### config.mk
export PLATFORM = sky130hd
export DESIGN_NAME = addr2coord
export DESIGN_NICKNAME = d
export VERILOG_FILES = /design/src/rtl/addr2coord.sv
export SDC_FILE = /design/constraint.sdc
export NUM_CORES = 1
export LEC_CHECK = 0
export ABC_AREA = 1
export BUFFER_PORTS_ARGS = -buffer_cell sky130_fd_sc_hd__buf_2
export CORE_UTILIZATION = 56
export DETAILED_ROUTE_END_ITERATION = 8
export GPL_TIMING_DRIVEN = 0
export PLACE_DENSITY = 0.79
export SYNTH_ARGS = -nofsm -noshare
export SYNTH_HDL_FRONTEND = slang
export SYNTH_SLANG_ARGS = --single-unit
### constraint.sdc
create_clock -name iCLK -period 1.7 [get_ports iCLK]
set_input_delay 0 -clock iCLK [delete_from_list [all_inputs] [get_ports iCLK]]
set_output_delay 0 -clock iCLK [all_outputs]
set_load 0.01 [all_outputs]
### src/rtl/addr2coord.sv
// Linear frame-buffer address to (column, row) converter.
// One request at a time through a 20-cycle restoring divider.
module addr2coord #(
  parameter int WIDTH  = 640,
  parameter int HEIGHT = 480
) (
  input  logic        iCLK,
  input  logic        iRST_N,
  input  logic [19:0] iAddr,
  input  logic        iValid,
  output logic        oReady,
  output logic [12:0] oX,
  output logic [12:0] oY,
  output logic        oErr,
  output logic        oValid,
  input  logic        iReady
);

  localparam logic [14:0] DIVISOR   = 15'(WIDTH);
  localparam logic [20:0] LIMIT     = 21'(WIDTH * HEIGHT);
  localparam logic [4:0]  LAST_ITER = 5'd19;

  typedef enum logic [1:0] {
    IDLE,
    DIV,
    DONE
  } state_t;

  state_t      state_reg;
  logic [19:0] dividend_reg;
  logic [13:0] rem_reg;
  logic [12:0] quot_reg;
  logic [4:0]  cnt_reg;
  logic        err_reg;

  logic [14:0] rem_shift;
  logic        q_bit;
  logic [13:0] rem_next;
  logic [12:0] quot_next;
  logic        err_next;
  logic        accept;
  logic        consume;

  // One restoring step: bring in the next dividend bit, subtract when it fits.
  // Only the low 13 quotient bits are kept; higher bits fall off the shift.
  always_comb begin
    rem_shift = {rem_reg, dividend_reg[19]};
    q_bit     = (rem_shift >= DIVISOR);
    rem_next  = q_bit ? 14'(rem_shift - DIVISOR) : rem_shift[13:0];
    quot_next = {quot_reg[11:0], q_bit};
    err_next  = ({1'b0, iAddr} >= LIMIT);
    accept    = iValid && oReady;
    consume   = oValid && iReady;
  end

  always_ff @(posedge iCLK or negedge iRST_N) begin
    if (!iRST_N) begin
      state_reg    <= IDLE;
      dividend_reg <= '0;
      rem_reg      <= '0;
      quot_reg     <= '0;
      cnt_reg      <= '0;
      err_reg      <= 1'b0;
      oReady       <= 1'b1;
      oValid       <= 1'b0;
      oX           <= '0;
      oY           <= '0;
      oErr         <= 1'b0;
    end else begin
      case (state_reg)
        IDLE: begin
          if (accept) begin
            dividend_reg <= iAddr;
            rem_reg      <= '0;
            quot_reg     <= '0;
            cnt_reg      <= '0;
            err_reg      <= err_next;
            oReady       <= 1'b0;
            state_reg    <= DIV;
          end
        end

        DIV: begin
          dividend_reg <= dividend_reg << 1;
          rem_reg      <= rem_next;
          quot_reg     <= quot_next;
          cnt_reg      <= cnt_reg + 5'd1;
          // Final step: publish the just-computed result in the same edge.
          if (cnt_reg == LAST_ITER) begin
            oX        <= err_reg ? 13'd0 : rem_next[12:0];
            oY        <= err_reg ? 13'd0 : quot_next;
            oErr      <= err_reg;
            oValid    <= 1'b1;
            state_reg <= DONE;
          end
        end

        DONE: begin
          if (consume) begin
            oValid    <= 1'b0;
            oReady    <= 1'b1;
            state_reg <= IDLE;
          end
        end

        default: begin
          oValid    <= 1'b0;
          oReady    <= 1'b1;
          state_reg <= IDLE;
        end
      endcase
    end
  end

endmodule

# Word-level counts from Yosys, hierarchy flattened
# Index checks and enable logic that the tools add are counted.
# op_classes
eq_ne,6
addsub,2
magnitude_cmp,2
n_reduce_logical,10
mux,21
bitwise,2
# ops
op,n
$pmux 20 s2,1
$mux 14,2
$pmux 14 s2,1
$mux 13,2
$pmux 12 s2,1
$ge 20x19->1 const B,1
$mux 20,1
$ge 15x10->1 const B,1
$sub 14x10->14 const B,1
$mux 12,1
$pmux 5 s2,1
$reduce_and 3->1,3
$mux 2,3
$ne 2x2->1 const B,3
$pmux 1 s3,2
$pmux 2 s3,1
$reduce_and 2->1,3
$add 5x1->5 const B,1
$eq 5x5->1 const B,1
$mux 5,1
$mux 1,4
$eq 2x1->1 const B,1
$eq 2x2->1 const B,1
$logic_and 1x1->1,2
3 further kinds,4
# totals
out_inout_bits,29
word_cells,54
register_bits,83
input_bits,24

# Depth between registers and ports, before layout
# depth
word_depth,3
ltp_mapped,11
depth_no_buf,10

# Least setup slack after synthesis
# No wires, ideal clock.
# synth_timing
path_type,register to register
from,reg rem_reg[6]
to,reg rem_reg[11]
path_stages_with_launch,11
t_required_ns,1.570
path_slack_ns,0.191
period_less_slack_ns,1.509
setup_ns,0.130
arrival_time_ns,1.379
path_buffers,1
path_cell_list,dfrtp_1 -> inv_1 -> ha_1 -> inv_1 -> nand2_1 -> nand3_1 -> nor2_2 -> nand2_1 -> buf_2 -> nand3_1 -> o21ai_0
# synth_via
elab_chain_cells,3
word_cells_on_any_way,4
cone_classes,add/sub (1); order compare (1); mux (2)
# synth_rtl
element,line_no,text
from (decl),31,logic [13:0] rem_reg;
from (signal assigned),85,rem_reg <= rem_next;
$sub 14x10->14 / $ge 15x10->1 (equally long branches),"49, 48",
$mux 14 (*),49,rem_next = q_bit ? 14'(rem_shift - DIVISOR) : rem_shift[13:0];
$pmux 14 s2 (*),70,case (state_reg)
# Mark *: on every way between the ends. The rest lies on a longest branch, timed or not.
# A chain may end at the register's enable or synchronous reset.

# Final worst setup path
# layout_timing
from,reg cnt_reg[1]
to,reg oY[7]
# layout_via
elab_chain_cells,2
# layout_rtl
element,line_no,text
from (decl),33,logic [4:0] cnt_reg;
from (signal assigned),87,cnt_reg <= cnt_reg + 5'd1;
$eq 5x5->1,89,if (cnt_reg == LAST_ITER) begin
$reduce_and 2->1 (no line),-,
to (signal assigned),91,oY <= err_reg ? 13'd0 : quot_next;
to (decl),13,"output logic [12:0] oY,"
# Every way passes these cells.

==> flow_summary.json <==
{
  "grt_antenna_before_repair": 0,
  "hpwl_um": 5100,
  "relSlewSlack": 0.675,
  "grt_max_degree": 66,
  "layoutNonFillerInstCount": 564,
  "viasPerCell": 5.36,
  "firstDrtPassIters": 4,
  "fmaxAchievable_mhz": 639,
  "diodes": 0,
  "port_buffers": 52,
  "ant_nets": 0,
  "route.top_layer_used": "met4",
  "yosysTopAreaCellShare": 0.563,
  "clk_latency_ns": 0.36,
  "finalPower_w": 0.00809,
  "area_growth_pct": 23.4,
  "postSynthNetCount": 418,
  "m1WireLength_um": 3580,
  "drc": 0,
  "cts_made_buffers": 9,
  "grt_pass1_vias": 2913,
  "powerDensity_nw_per_um2": 1800,
  "synth_area_leaders": "dfrtp_1 (56%), nand2_1 (9.4%), inv_1 (5.5%)",
  "cp.required_ns": 1.99,
  "synth.most_common_cell": "nand2_1",
  "cp-startpoint": "cnt_reg[1]$_DFFE_PN0P_",
  "ys.flop_type": "dfrtp_1",
  "min_period_ns": 1.56,
  "die_w_um": 82.7,
  "slew_viol_final": 0,
  "synth_seq_cells": 83,
  "cap_violations": 0,
  "setup_violations": 0,
  "outcome": "finished, final reports clean",
  "endpoint_kind": "register",
  "largest_reg_flops": 20,
  "dieHeight_um": 82.7,
  "wl_met3_um": 412,
  "floorplan.initialDensity": 0.577,
  "rows": 29,
  "arrival_ns": 1.85,
  "layout-drive-gt1-share": 0.255,
  "track_usage": 0.267,
  "synth-edff-count": 0,
  "synth.largest_area_cell": "dfrtp_1",
  "async_reset_ff_frac": 1.00,
  "r2r_start": "cnt_reg[1]$_DFFE_PN0P_",
  "hp-class": "primary input to asynchronous set/reset pin",
  "root_buffer": "clkbuf_8",
  "netlist_instances": 392,
  "cts_buffer_depth": 2,
  "synthTopCellsByCount": "nand2_1 (91), dfrtp_1 (82), inv_1 (53), o21ai_0 (27), nand3_1 (23)",
  "grt_overflow": 0,
  "yosysSeqAreaShare": 0.570,
  "syn_avg_cell_area_um2": 9.29,
  "wl_met2_um": 4030,
  "gp_congestion": 0.783,
  "grt_pass1_wl_um": 13400,
  "wire_per_inst_um": 14.5,
  "cts_tree": "built",
  "crit_fanout": 10,
  "numPlacedInstances": 522,
  "p_leak_nw": 2.33,
  "path_clk_slew_ns": 0.10,
  "io_pins": 53,
  "clock-sinks": 83,
  "startpoint_type": "register",
  "initialDrtViolationCount": 210,
  "die_area_um2": 6830,
  "vias": 3022,
  "worst_slew_pin_slew_ns": 0.483,
  "whs_ns": 0.0450,
  "core-area_um2": 6310,
  "yosysWarnings": 0,
  "yosysUniqueCellTypes": 26,
  "cts-htree-levels": 3,
  "ir_drop_v": 0.00109,
  "crit_type": "register to register",
  "netlist_area_um2": 3640,
  "hold_viol": 0,
  "routed_wl_um": 8150,
  "num-nets-final": 508,
  "fin_worst_skew_ns": 0.0126,
  "fin_crit_sh": 0.920
}
==> report_power, final <==
part           switching (W)  internal [W]
clock network       0.000779      0.000554
logic                0.00215       0.00134
registers           0.000435       0.00284
total                0.00337       0.00473
==> metrics by stage <==
stage	util	instance area [µm²]	worst slack [ns]	TNS [ns]
2_1_floorplan	-	3640	0.191	0
3_3_place_gp	0.634	4000	-0.0163	-0.0163
3_5_place_dp	0.638	4030	-0.0500	-0.293
4_1_cts	0.704	4440	0.0199	0
5_1_grt	0.712	4490	-0.00532	-0.00532
6_report	0.712	4490	0.135	0
==> final timing paths <==
check / to / slack (ns) / depth (start not counted)
max: oY[7]$_DFFE_PN0P_ / 0.14 / 8
min: oY[10]$_DFFE_PN0P_ / 0.04 / 2
max reg2reg: oY[7]$_DFFE_PN0P_ / 0.14 / 8
min reg2reg: oX[7]$_DFFE_PN0P_ / 0.48 / 2
max in group asynchronous: oReady$_DFFE_PN1P_ / 1.01 / 3
min in group iCLK: oReady$_DFFE_PN1P_ / 0.05 / 5
==> cells by family (layout without fill, tap and decap cells) <==
logic type | after synthesis | after routing | synth area share
AO/OA/AOI/OAI | 90 | 90 | 0.166
flip-flops | 83 | 83 | 0.570
XOR/XNOR | 6 | 6 | 0.0144
adder cells (fa/ha/maj) | 2 | 2 | 0.00687
AND/OR/NAND/NOR | 136 | 136 | 0.159
buffers and inverters | 75 | 170 | 0.0841
==> worst max-delay path: stages, from the launching register on <==
cell and delay [ns]:
dfrtp_1 0.38, ha_2 0.21, nand3_1 0.16, nor2_4 0.16, inv_2 0.13, nor2_8 0.14
inv_2 0.05, buf_6 0.15, o21ai_2 0.13
==> layout make-up <==
type | count | area, µm²
tap | 77 | 96.3
multi-input combinational | 234 | 1280
clock buffer | 9 | 124
clock inverter | 7 | 58.8
inverter | 57 | 214
fill | 488 | 1820
buffer | 18 | 103
timing repair buffer | 79 | 541
sequential | 83 | 2080
==> per-layer routing <==
layer  GRT usage  vias to the layer above
met5           0                        -
met4       0.117                        0
met3      0.0451                       14
met2       0.429                       93
met1       0.356                     1462
li1            -                     1453
==> cell usage in the layout, fill, tap and decap left out, types with 2 or more instances in the layout <==
master | synthesis | layout
a21oi_1 | 3 | 3
buf_2 | 8 | 58
buf_4 | 0 | 5
buf_6 | 2 | 3
clkbuf_1 | 7 | 4
clkbuf_2 | 0 | 3
clkbuf_8 | 0 | 9
clkinvlp_4 | 0 | 2
dfrtp_1 | 82 | 81
dlygate4sd3_1 | 0 | 22
inv_1 | 53 | 51
inv_2 | 4 | 6
inv_6 | 0 | 4
nand2_1 | 91 | 88
nand2_2 | 0 | 3
nand3_1 | 23 | 22
nor2_1 | 16 | 16
nor2_4 | 2 | 3
o211ai_1 | 19 | 19
o21ai_0 | 27 | 27
o21ai_2 | 19 | 19
o22ai_1 | 18 | 18
xor2_1 | 6 | 6
==> what timing repair did <==
item | 4_1_cts | 5_1_grt
endpoints found under the setup margin | 19 | 54
hold endpoints to repair | 105 | 0
pin swaps | 1 | 1
hold buffers | 22 | 0
gates resized for setup | 3 | 13
buffers inserted | 1 | 3
(Power assumes the default switching activity.)
